`config.mk`:
```
export PLATFORM = sky130hd
export DESIGN_NAME = ttl_decoder_scan_scheduler_flat
export DESIGN_NICKNAME = d
export VERILOG_FILES = /design/src/rtl/ttl_decoder_scan_scheduler_pkg.sv /design/src/rtl/ttl_decoder_scan_scheduler_if.sv /design/src/rtl/ttl_decoder_scan_scheduler_rr_pick.sv /design/src/rtl/ttl_decoder_scan_scheduler.sv /design/src/flat_wrapper.sv
export SDC_FILE = /design/constraint.sdc
export NUM_CORES = 1
export LEC_CHECK = 0
export ABC_AREA = 1
export BUFFER_PORTS_ARGS = -buffer_cell sky130_fd_sc_hd__buf_4
export CORE_MARGIN = 1.5
export CORE_UTILIZATION = 52
export CTS_CLUSTER_SIZE = 28
export DETAILED_ROUTE_END_ITERATION = 8
export HOLD_SLACK_MARGIN = 0.1
export PLACE_DENSITY = 0.8
export REMOVE_ABC_BUFFERS = 1
export SYNTH_ARGS = -nofsm -noshare
export SYNTH_HDL_FRONTEND = slang
export SYNTH_SLANG_ARGS = --single-unit
```
`constraint.sdc`:
```
create_clock -name Clk -period 3.2 [get_ports Clk]
set_clock_uncertainty 0.1 [all_clocks]
set_input_delay 0.64 -clock Clk [delete_from_list [all_inputs] [get_ports Clk]]
set_output_delay 0.64 -clock Clk [all_outputs]
set_load 0.1 [all_outputs]
```
`src/rtl/ttl_decoder_scan_scheduler_pkg.sv`:
```
// Shared definitions for the 74155-style decoder scan scheduler: FSM encoding,
// the all-enables-off pin pattern and small helpers.
package ttl_decoder_scan_scheduler_pkg;

  typedef enum logic [1:0] {
    ST_IDLE  = 2'd0,
    ST_GRANT = 2'd1,
    ST_GAP   = 2'd2
  } sched_state_e;

  // Pin order {Enable1C, Enable1G_bar, Enable2C_bar, Enable2G_bar}, both blocks off
  localparam logic [3:0] ENABLES_OFF = 4'b0111;

  function automatic int calc_width_in(input int width_out);
    return (width_out < 2) ? 1 : $clog2(width_out);
  endfunction

  // mask[0] = bank 1 (block 1), mask[1] = bank 2 (block 2)
  function automatic logic [3:0] enables_from_mask(input logic [1:0] mask);
    return {mask[0], ~mask[0], ~mask[1], ~mask[1]};
  endfunction

endpackage

```
`src/rtl/ttl_decoder_scan_scheduler_if.sv`:
```
// Bus between the requesters and the scheduler: request levels in, decoder
// pins, one-hot grants and busy out, plus the FSM state for observation.
interface ttl_decoder_scan_scheduler_if #(
  parameter int WIDTH_OUT = 8
);
  import ttl_decoder_scan_scheduler_pkg::*;

  localparam int WIDTH_IN = calc_width_in(WIDTH_OUT);

  // Level protocol, no valid/ready: a requester holds its Request_2D bit high for
  // as long as it wants the line; its Grant_2D bit high is the acknowledge, and a
  // request dropped mid-grant releases that bank on the next edge.
  logic [2*WIDTH_OUT-1:0] Request_2D;
  logic [WIDTH_IN-1:0]    A;
  logic                   Enable1C;
  logic                   Enable1G_bar;
  logic                   Enable2C_bar;
  logic                   Enable2G_bar;
  logic [2*WIDTH_OUT-1:0] Grant_2D;
  logic                   Busy;
  sched_state_e           dbg_state;

  modport master (
    input  Request_2D,
    output A, Enable1C, Enable1G_bar, Enable2C_bar, Enable2G_bar,
    output Grant_2D, Busy, dbg_state
  );

  modport slave (
    output Request_2D,
    input  A, Enable1C, Enable1G_bar, Enable2C_bar, Enable2G_bar,
    input  Grant_2D, Busy, dbg_state
  );

endinterface

```
`src/rtl/ttl_decoder_scan_scheduler_rr_pick.sv`:
```
// Combinational round-robin finder: first set candidate at or above i_ptr,
// wrapping modulo N (N is a power of two, so index arithmetic wraps naturally).
module ttl_rr_pick #(
  parameter int N  = 8,
  parameter int IW = 3
) (
  input  logic [N-1:0]  i_cand,
  input  logic [IW-1:0] i_ptr,
  output logic          o_found,
  output logic [IW-1:0] o_index
);

  logic [IW-1:0] w_idx;

  // Scan from the farthest offset down so the nearest candidate is written last
  always_comb begin
    o_found = 1'b0;
    o_index = i_ptr;
    w_idx   = '0;
    for (int k = N - 1; k >= 0; k--) begin
      w_idx = i_ptr + IW'(k);
      if (i_cand[w_idx]) begin
        o_found = 1'b1;
        o_index = w_idx;
      end
    end
  end

endmodule

```
`src/rtl/ttl_decoder_scan_scheduler.sv`:
```
// Time-shares one dual 2/3-line-to-N decoder between two banks of requesters;
// a single address is selected at a time, with both banks enabled when both ask.
module ttl_decoder_scan_scheduler
  import ttl_decoder_scan_scheduler_pkg::*;
#(
  parameter int WIDTH_OUT  = 8,
  parameter int DWELL      = 4,
  parameter int GAP_CYCLES = 1,
  parameter int DELAY_RISE = 0,
  parameter int DELAY_FALL = 0
) (
  input  logic                          Clk,
  input  logic                          Clear,
  ttl_decoder_scan_scheduler_if.master  bus
);

  localparam int WIDTH_IN = calc_width_in(WIDTH_OUT);
  localparam int CW       = $clog2(DWELL + 1);
  localparam int GW       = (GAP_CYCLES > 0) ? $clog2(GAP_CYCLES + 1) : 1;

  // Rise/fall delays describe the discrete part; clocked outputs here carry none
  if (DELAY_RISE != 0 || DELAY_FALL != 0) begin : g_nonzero_delay
  end

  sched_state_e           r_state;
  logic [WIDTH_IN-1:0]    r_a;
  logic [WIDTH_IN-1:0]    r_ptr;
  logic [CW-1:0]          r_cnt;
  logic [GW-1:0]          r_gap;
  logic [1:0]             r_mask;
  logic [3:0]             r_en;
  logic [2*WIDTH_OUT-1:0] r_grant;
  logic                   r_busy;

  logic [WIDTH_OUT-1:0]   w_req_lo;
  logic [WIDTH_OUT-1:0]   w_req_hi;
  logic [WIDTH_OUT-1:0]   w_cand;
  logic [WIDTH_IN-1:0]    w_a_next;
  logic [WIDTH_IN-1:0]    w_pick_ptr;
  logic [WIDTH_IN-1:0]    w_pick_idx;
  logic                   w_found;
  logic [1:0]             w_new_mask;
  logic [1:0]             w_hold_mask;
  logic                   w_grant_end;

  function automatic logic [2*WIDTH_OUT-1:0] grant_vec(input logic [WIDTH_IN-1:0] a,
                                                       input logic [1:0] m);
    logic [WIDTH_OUT-1:0] one;
    one    = '0;
    one[a] = 1'b1;
    return {one & {WIDTH_OUT{m[1]}}, one & {WIDTH_OUT{m[0]}}};
  endfunction

  assign w_req_lo    = bus.Request_2D[WIDTH_OUT-1:0];
  assign w_req_hi    = bus.Request_2D[2*WIDTH_OUT-1:WIDTH_OUT];
  assign w_cand      = w_req_lo | w_req_hi;
  assign w_a_next    = r_a + WIDTH_IN'(1);
  // Leaving GRANT with no gap arbitrates from the already-advanced pointer
  assign w_pick_ptr  = (r_state == ST_GRANT) ? w_a_next : r_ptr;
  assign w_new_mask  = {w_req_hi[w_pick_idx], w_req_lo[w_pick_idx]};
  assign w_hold_mask = r_mask & {w_req_hi[r_a], w_req_lo[r_a]};
  assign w_grant_end = (w_hold_mask == 2'b00) || (r_cnt == CW'(DWELL));

  ttl_rr_pick #(
    .N  (WIDTH_OUT),
    .IW (WIDTH_IN)
  ) u_pick (
    .i_cand  (w_cand),
    .i_ptr   (w_pick_ptr),
    .o_found (w_found),
    .o_index (w_pick_idx)
  );

  always_ff @(posedge Clk) begin
    if (Clear) begin
      r_state <= ST_IDLE;
      r_a     <= '0;
      r_ptr   <= '0;
      r_cnt   <= '0;
      r_gap   <= '0;
      r_mask  <= 2'b00;
      r_en    <= ENABLES_OFF;
      r_grant <= '0;
      r_busy  <= 1'b0;
    end else begin
      case (r_state)
        ST_IDLE: begin
          if (w_found) begin
            r_state <= ST_GRANT;
            r_a     <= w_pick_idx;
            r_mask  <= w_new_mask;
            r_en    <= enables_from_mask(w_new_mask);
            r_grant <= grant_vec(w_pick_idx, w_new_mask);
            r_cnt   <= CW'(1);
            r_busy  <= 1'b1;
          end
        end
        ST_GRANT: begin
          if (w_grant_end) begin
            r_ptr   <= w_a_next;
            r_mask  <= 2'b00;
            r_en    <= ENABLES_OFF;
            r_grant <= '0;
            if (GAP_CYCLES > 0) begin
              r_state <= ST_GAP;
              r_gap   <= GW'(1);
            end else if (w_found) begin
              r_state <= ST_GRANT;
              r_a     <= w_pick_idx;
              r_mask  <= w_new_mask;
              r_en    <= enables_from_mask(w_new_mask);
              r_grant <= grant_vec(w_pick_idx, w_new_mask);
              r_cnt   <= CW'(1);
            end else begin
              r_state <= ST_IDLE;
              r_busy  <= 1'b0;
            end
          end else begin
            // Banks can only leave a grant, never join one
            r_mask  <= w_hold_mask;
            r_en    <= enables_from_mask(w_hold_mask);
            r_grant <= grant_vec(r_a, w_hold_mask);
            r_cnt   <= r_cnt + CW'(1);
          end
        end
        ST_GAP: begin
          if (r_gap == GW'(GAP_CYCLES)) begin
            r_state <= ST_IDLE;
            r_busy  <= 1'b0;
          end else begin
            r_gap <= r_gap + GW'(1);
          end
        end
        default: begin
          r_state <= ST_IDLE;
          r_busy  <= 1'b0;
          r_en    <= ENABLES_OFF;
          r_grant <= '0;
          r_mask  <= 2'b00;
        end
      endcase
    end
  end

  assign bus.A            = r_a;
  assign bus.Enable1C     = r_en[3];
  assign bus.Enable1G_bar = r_en[2];
  assign bus.Enable2C_bar = r_en[1];
  assign bus.Enable2G_bar = r_en[0];
  assign bus.Grant_2D     = r_grant;
  assign bus.Busy         = r_busy;
  assign bus.dbg_state    = r_state;

endmodule

```
`src/flat_wrapper.sv`:
```
// flat-port wrapper written by rule: the top's interface ports become plain ports
module ttl_decoder_scan_scheduler_flat import ttl_decoder_scan_scheduler_pkg::*;
#(
  parameter int WIDTH_OUT  = 8,
  parameter int DWELL      = 4,
  parameter int GAP_CYCLES = 1,
  parameter int DELAY_RISE = 0,
  parameter int DELAY_FALL = 0
)
  (Clk, Clear, bus_Request_2D, bus_A, bus_Enable1C, bus_Enable1G_bar, bus_Enable2C_bar, bus_Enable2G_bar, bus_Grant_2D, bus_Busy, bus_dbg_state);
  ttl_decoder_scan_scheduler_if #(.WIDTH_OUT(WIDTH_OUT)) bus_i ();
  input  logic Clk;
  input  logic Clear;
  input wire logic [$bits(bus_i.Request_2D)-1:0] bus_Request_2D;
  output wire logic [$bits(bus_i.A)-1:0] bus_A;
  output wire logic [$bits(bus_i.Enable1C)-1:0] bus_Enable1C;
  output wire logic [$bits(bus_i.Enable1G_bar)-1:0] bus_Enable1G_bar;
  output wire logic [$bits(bus_i.Enable2C_bar)-1:0] bus_Enable2C_bar;
  output wire logic [$bits(bus_i.Enable2G_bar)-1:0] bus_Enable2G_bar;
  output wire logic [$bits(bus_i.Grant_2D)-1:0] bus_Grant_2D;
  output wire logic [$bits(bus_i.Busy)-1:0] bus_Busy;
  output wire logic [$bits(bus_i.dbg_state)-1:0] bus_dbg_state;
  assign bus_i.Request_2D = bus_Request_2D;
  assign bus_A = bus_i.A;
  assign bus_Enable1C = bus_i.Enable1C;
  assign bus_Enable1G_bar = bus_i.Enable1G_bar;
  assign bus_Enable2C_bar = bus_i.Enable2C_bar;
  assign bus_Enable2G_bar = bus_i.Enable2G_bar;
  assign bus_Grant_2D = bus_i.Grant_2D;
  assign bus_Busy = bus_i.Busy;
  assign bus_dbg_state = bus_i.dbg_state;
  ttl_decoder_scan_scheduler #(.WIDTH_OUT(WIDTH_OUT), .DWELL(DWELL), .GAP_CYCLES(GAP_CYCLES), .DELAY_RISE(DELAY_RISE), .DELAY_FALL(DELAY_FALL)) u_core (.Clk(Clk), .Clear(Clear), .bus(bus_i));
endmodule
```
# Yosys cells after proc, flatten, opt, wreduce, memory -nomap -nowiden

Cells that the tools add are included.

Logic and storage cells: 131
Register bits: 35
Input port bits: 18

Equal/unequal tests: 7
Muxes and demuxes: 67
Magnitude comparators: 12
$add $sub $neg: 10
Bitwise gates (word level): 12
Reduce and logical (&&, ||, !) cells: 14

Operators with widths:

| cell                                                                  | count |
|---|---|
| 16-bit one-hot mux with 3 select lines                                | 1 |
| 3-bit by 4-bit < comparator with 1-bit output, second input constant  | 10 |
| 1-bit binary-select mux with 3-bit select                             | 12 |
| 3-bit 2-to-1 mux                                                      | 11 |
| 8-bit AND                                                             | 4 |
| 16-bit 2-to-1 mux                                                     | 2 |
| 1-bit 2-to-1 mux                                                      | 26 |
| 3-bit adder, second input constant                                    | 4 |
| 2-bit one-hot mux with 3 select lines                                 | 2 |
| 4-bit one-hot mux with 3 select lines                                 | 1 |
| 2-bit 2-to-1 mux                                                      | 5 |
| 3-bit by 1-bit adder with 3-bit output, second input constant         | 3 |
| 3-bit AND reduction                                                   | 3 |
| 4-bit 2-to-1 mux                                                      | 2 |
| 8-bit bitwise OR                                                      | 1 |
| 2-bit AND reduction                                                   | 4 |
| 3-bit by 2-bit adder with 3-bit output, second input constant         | 2 |
| 1-bit demux with 3-bit select                                         | 2 |
| 3-bit by 1-bit >= comparator with 1-bit output, second input constant | 2 |
| 1-bit inverter                                                        | 6 |
| 3-bit one-hot mux with 2 select lines                                 | 1 |
| 2-bit logical NOT                                                     | 2 |
| 2-bit by 1-bit != test with 1-bit output, second input constant       | 2 |
| 2-bit != test, second input constant                                  | 2 |
| other kinds (10)                                                      | 12 |

# Depth between registers and ports, before layout

Depth in word-level cells: 20
Gate-level depth with buffers: 31
Depth with buffers taken out: 29

# By module

A second synthesis with hierarchy kept.

Cell total of the unflattened synthesis: 464
Area, all modules: 2821.5 um^2

Modules (own cells, without submodules):

| module                     | area each (um^2) | cells an instance | times used | seq. area each (um^2) |
|---|---|---|---|---|
| ttl_decoder_scan_scheduler | 2155.8           | 338               | 1          | 660.6 |
| ttl_rr_pick                | 665.6            | 126               | 1          | 0.0 |

# Worst setup path after synthesis

OpenSTA, ideal clock, no wires.

Path type: register to register
Start: register u_core.r_a[0], in the netlist u_core.bus.A[0]
End: register u_core.r_grant[0], in the netlist u_core.bus.Grant_2D[0]
Path buffers: 2
Stages on the path, launching flop included: 26
Clock period less this slack: 3824 ps
Required time: 2991 ps
Path slack: -624 ps
Arrival: 3615 ps
Cell sequence: dfxtp_1 ha_1 nand3_1 nand2_2 buf_6 ha_1 inv_1 nand2_1 nand3_2 nand2_1 inv_2 nand2_1 nand2_1 nand2_1 nand2_1 nand2_2 nand3_2 nand2_4 buf_6 nand2_1 o21ai_1 nand3_2 nand3_1 nand3_1 nand2_1 inv_1

Cells in the longest elaborated chain, start to end: 20

RTL lines:

| item                                                                                                                                         | RTL line                                 | source |
|---|---|---|
| start: declaration                                                                                                                           | ttl_decoder_scan_scheduler.sv:26         | `logic [WIDTH_IN-1:0] r_a;` |
| start signal: assignment                                                                                                                     | ttl_decoder_scan_scheduler.sv:90         | `r_a <= w_pick_idx;` |
| start signal: assignment                                                                                                                     | ttl_decoder_scan_scheduler.sv:109        | `r_a <= w_pick_idx;` |
| 3-bit by 1-bit adder with 3-bit output (*)                                                                                                   | ttl_decoder_scan_scheduler.sv:57         | `assign w_a_next = r_a + WIDTH_IN'(1);` |
| named net u_core.w_a_next[1]                                                                                                                 | ttl_decoder_scan_scheduler.sv:38         | `logic [WIDTH_IN-1:0] w_a_next;` |
| 3-bit 2-to-1 mux (*)                                                                                                                         | ttl_decoder_scan_scheduler.sv:59         | `assign w_pick_ptr = (r_state == ST_GRANT) ? w_a_next : r_ptr;` |
| 3-bit adder                                                                                                                                  | ttl_decoder_scan_scheduler_rr_pick.sv:21 | `w_idx = i_ptr + IW'(k);` |
| 1-bit binary-select mux with 3-bit select                                                                                                    | ttl_decoder_scan_scheduler_rr_pick.sv:22 | `if (i_cand[w_idx]) begin` |
| 1-bit 2-to-1 mux (implied by the code)                                                                                                       | ttl_decoder_scan_scheduler_rr_pick.sv:22 |  |
| 3-bit 2-to-1 mux (8 in a row)                                                                                                                | ttl_decoder_scan_scheduler_rr_pick.sv:22 |  |
| 3-bit by 4-bit < comparator with 1-bit output (implied by the code) / 3-bit by 1-bit >= comparator with 1-bit output (equally long branches) | ttl_decoder_scan_scheduler.sv:50         | `one[a] = 1'b1;` |
| 1-bit logical AND (implied by the code)                                                                                                      | ttl_decoder_scan_scheduler.sv:50         |  |
| 1-bit 2-to-1 mux                                                                                                                             | --                                       |  |
| 1-bit demux with 3-bit select                                                                                                                | --                                       |  |
| 8-bit AND                                                                                                                                    | ttl_decoder_scan_scheduler.sv:51         | `return {one & {WIDTH_OUT{m[1]}}, one & {WIDTH_OUT{m[0]}}};` |
| 16-bit 2-to-1 mux                                                                                                                            | ttl_decoder_scan_scheduler.sv:88         | `if (w_found) begin` |
| 16-bit one-hot mux with 3 select lines                                                                                                       | ttl_decoder_scan_scheduler.sv:86         | `case (r_state)` |
| end signal: assignment                                                                                                                       | ttl_decoder_scan_scheduler.sv:93         | `r_grant <= grant_vec(w_pick_idx, w_new_mask);` |
| end signal: assignment                                                                                                                       | ttl_decoder_scan_scheduler.sv:112        | `r_grant <= grant_vec(w_pick_idx, w_new_mask);` |
| end signal: assignment                                                                                                                       | ttl_decoder_scan_scheduler.sv:122        | `r_grant <= grant_vec(r_a, w_hold_mask);` |
| end: declaration                                                                                                                             | ttl_decoder_scan_scheduler.sv:32         | `logic [2*WIDTH_OUT-1:0] r_grant;` |

Mark *: on every way through the listed nets, which the timed path passes. The rest lies on a longest branch. The select of a mux whose other input is x is not followed.
A chain may end at the register's enable or synchronous reset.

# Worst setup path in the final report

Start: register u_core.r_a[0], in the netlist u_core.bus.A[0]
End: register u_core.r_grant[5], in the netlist u_core.bus.Grant_2D[5]

Same word-level chain as after synthesis.

==> qor.yml <==
crit_fanout: 5
rows: 26
hold_violations: 0
fin_area_sq_mm: 0.00385
synth_area_leader_cell: "nand2_1"
grt_max_degree: 23
ios: 44
reg2reg_to: "u_core.bus.Grant_2D[5]"
syn_avg_cell_area_sq_um: 5.90
htreeDepth: 2
fmax_mhz: 326
status: "finished, final reports clean"
place_congestion: 0.980
totalWireLength_microns: 9300
slew_viol_final: 0
via_per_inst: 5.50
synth_simple_gate_area_share: 0.548
ys_seq_elements: 33
antenna_found_initial: 0
end_kind: "flop"
post-route-drc-count: 0
fill_cells: 442
worst_pin_slew_ps: 642
holdPathEnd: "u_core.r_mask[1]"
synth_top_area_share: 0.235
grt_setup_unrepaired: "yes"
port_buffers: 43
muxShareOfSynthArea: 0
initial_utilization: 0.552
crit_type: "reg2reg"
cts_buffer_depth: 2
ys.flop_type: "dfxtp_1"
place_hpwl_microns: 6730
yosysSeqAreaShare: 0.229
synthXorXnorAreaFrac: 0
critPathTopFamily: "simple AND/OR/NAND/NOR gates"
synthAdderAreaFrac: 0.0173
numPlacedInstances: 611
setup_viol: 0
syn2layout_area_growth_pct: 33.1
drive_gt1_frac: 0.280
synth-async-reset-ratio: 0
slowest_stage: "dfxtp_4"
clkLatencyLatePin_ps: 290
start_kind: "flop"
nets: 586
ant_nets: 0
wl_per_cell_microns: 14.6
synth_compound_area_frac: 0.0853
yosys.cell_types.count: 38
vias: 3495
finalCritPeriodShare: 0.958
r2r_setup_slack_ps: 140
cts_hold_buf: 0
path_clk_slew_ps: 80
crit_required_ps: 3340
cts_buffers: 5
cp.arrival_ps: 3200
ys_warn_count: 0
grt_pass1_vias: 3061
cts_root_buf: "clkbuf_8"
syn_area_sq_mm: 0.00289
synth_area_leaders: "nand2_1 (24%), dfxtp_1 (23%), nand3_1 (12%), inv_1 (8.4%), nand2_2 (3.7%)"
hold_slack_ps: 383
synth_top_family_by_area: "simple AND/OR/NAND/NOR gates"
r2r_cells: 25
synthCells: 490
cts_tree: "built"
core_sq_mm: 0.00524
slowest_delay_ps: 360
slew_headroom: 0.568
grt_usage: 0.295
path_common_cell: "nand2_1"
grt_first_pass_wirelength_microns: 14400
maxCapViolations: 0
die_w_microns: 77.5
dr.pass1.iters: 5
synth_edf_count: 0
hold_depth: 2
timing.final.crit_period_ps: 3060
drt_iter0_drc: 370
overflow: 0
die_h_microns: 77.5
fin_cells: 635
dieArea_sq_mm: 0.00601
cts_num_sinks: 33
holdCritStartpoint: "u_core.r_mask[1]"
reg2reg_from: "u_core.bus.A[0]"
dpl_cell_area_sq_mm: 0.00337
hold_class: "reg2reg"
path_buf_inv: 4
diodes: 0
cell families after synthesis:
logic type,Yosys count
AOI/OAI and AO/OA,41
DFF,33
buffers and inverters,81
adders and majority gates,4
and+or+nand+nor,331
state kept, by name, indices dropped and copies added, names as in the netlist:
name and flops:
u_core.bus.A 3, u_core.r_cnt 3, u_core.bus.dbg_state 2, u_core.r_gap 1, u_core.r_en 2, u_core.bus.Busy 1
u_core.bus.Grant_2D 16, u_core.r_mask 2, u_core.r_ptr 3
worst reg2reg max path, cell delays in order (launching register included):
cell and delay, ps:
dfxtp_4 360, ha_4 250, nand3_2 70, nand2_2 90, ha_4 300, inv_1 60, nand2_1 90, nand3_2 90
nand2_2 80, inv_2 40, nand2_1 50, nand2_1 40, nand2_1 50, nand2_1 60, nand2_2 90, nand3_4 150
buf_6 170, nand3_1 70, nand2_1 60, nand3_1 90, nand2_2 140, nor2_4 220, nand3_1 100, nand3_1 80
nand2_1 50, inv_1 50
synth_stat cells (2+ instances only):
cell type and instances:
a211oi_1 2, a21oi_1 15, a221oi_1 2, a22oi_1 2, buf_2 3, buf_6 3, clkbuf_1 3, dfxtp_1 33
ha_1 4, inv_1 65, inv_2 4, nand2_1 181, nand2_2 17, nand2_4 4, nand2_8 3, nand3_1 71
nand3_2 6, nand3b_1 3, nand4_1 4, nor2_1 23, nor2_4 2, nor3_1 12, o21ai_0 6, o21ai_1 3
o22ai_1 6
worst max path at each step:
stage / endpoint / cells after the start / from
after global placement: u_core.bus.Grant_2D[1] / 22 / u_core.bus.dbg_state[0]
after detailed placement: u_core.bus.Grant_2D[0] / 25 / u_core.bus.dbg_state[0]
final: u_core.bus.Grant_2D[5] / 25 / u_core.bus.A[0]
after floorplan: u_core.bus.Grant_2D[0] / 25 / u_core.bus.A[0]
after CTS: u_core.bus.Grant_2D[6] / 26 / u_core.bus.A[0]
after global routing: u_core.bus.Grant_2D[5] / 25 / u_core.bus.A[0]
metrics by stage:
step	worst slack (ps)	utilization	setup TNS [ps]
2_1_floorplan	-599	-	-13600
3_3_place_gp	54.5	0.644	0
3_5_place_dp	-27.0	0.644	-115
4_1_cts	61.9	0.667	0
5_1_grt	-61.8	0.734	-343
6_report	135	0.734	0
per-layer routing:
metal	wire length [microns]	global-route usage	vias up
li1	-	-	1720
met3	707	0.0447	18
met5	0	0	-
met1	3920	0.396	1619
met2	4540	0.493	138
met4	132	0.0764	0
repair_timing:
item                       CTS  global route
buffers inserted             0            11
pin swaps                    0            11
gates cloned                 0             5
resized for setup            1            51
setup endpoints to repair   15            23
cells in the final DEF, fill, tap and decap left out, types with 2 or more instances in the layout:
cell type / netlist / layout
nand3_1: 71 / 61
nand2_2: 17 / 24
o22ai_1: 6 / 6
nand2_1: 181 / 169
a211oi_1: 2 / 2
nand4_1: 4 / 4
nand3b_1: 3 / 3
o21ai_1: 3 / 2
inv_1: 65 / 64
clkbuf_8: 0 / 6
buf_4: 1 / 67
dfxtp_1: 33 / 30
inv_2: 4 / 4
a22oi_1: 2 / 2
nand2_8: 3 / 4
buf_6: 3 / 4
a21oi_1: 15 / 15
nor3_1: 12 / 12
ha_1: 4 / 2
a221oi_1: 2 / 2
nand3_2: 6 / 14
o21ai_0: 6 / 6
nand3_4: 1 / 4
nor2_4: 2 / 5
nor2_1: 23 / 21
inv_4: 1 / 2
nand2_4: 4 / 10
dfxtp_4: 0 / 2
ha_4: 0 / 2
final cells by class:
type / instances / area [sq um] / area share
inverters: 70 / 268 / 0.0696
well taps: 70 / 87.6 / 0.0228
repair buffers: 73 / 583 / 0.152
clock inverters: 2 / 37.5 / 0.00976
clock buffers: 6 / 82.6 / 0.0215
flip-flops and latches: 33 / 669 / 0.174
multi-input cells: 381 / 2120 / 0.551
Power is not shown: default switching activity piles up to over one toggle a cycle in this logic, so the estimate is an artifact.
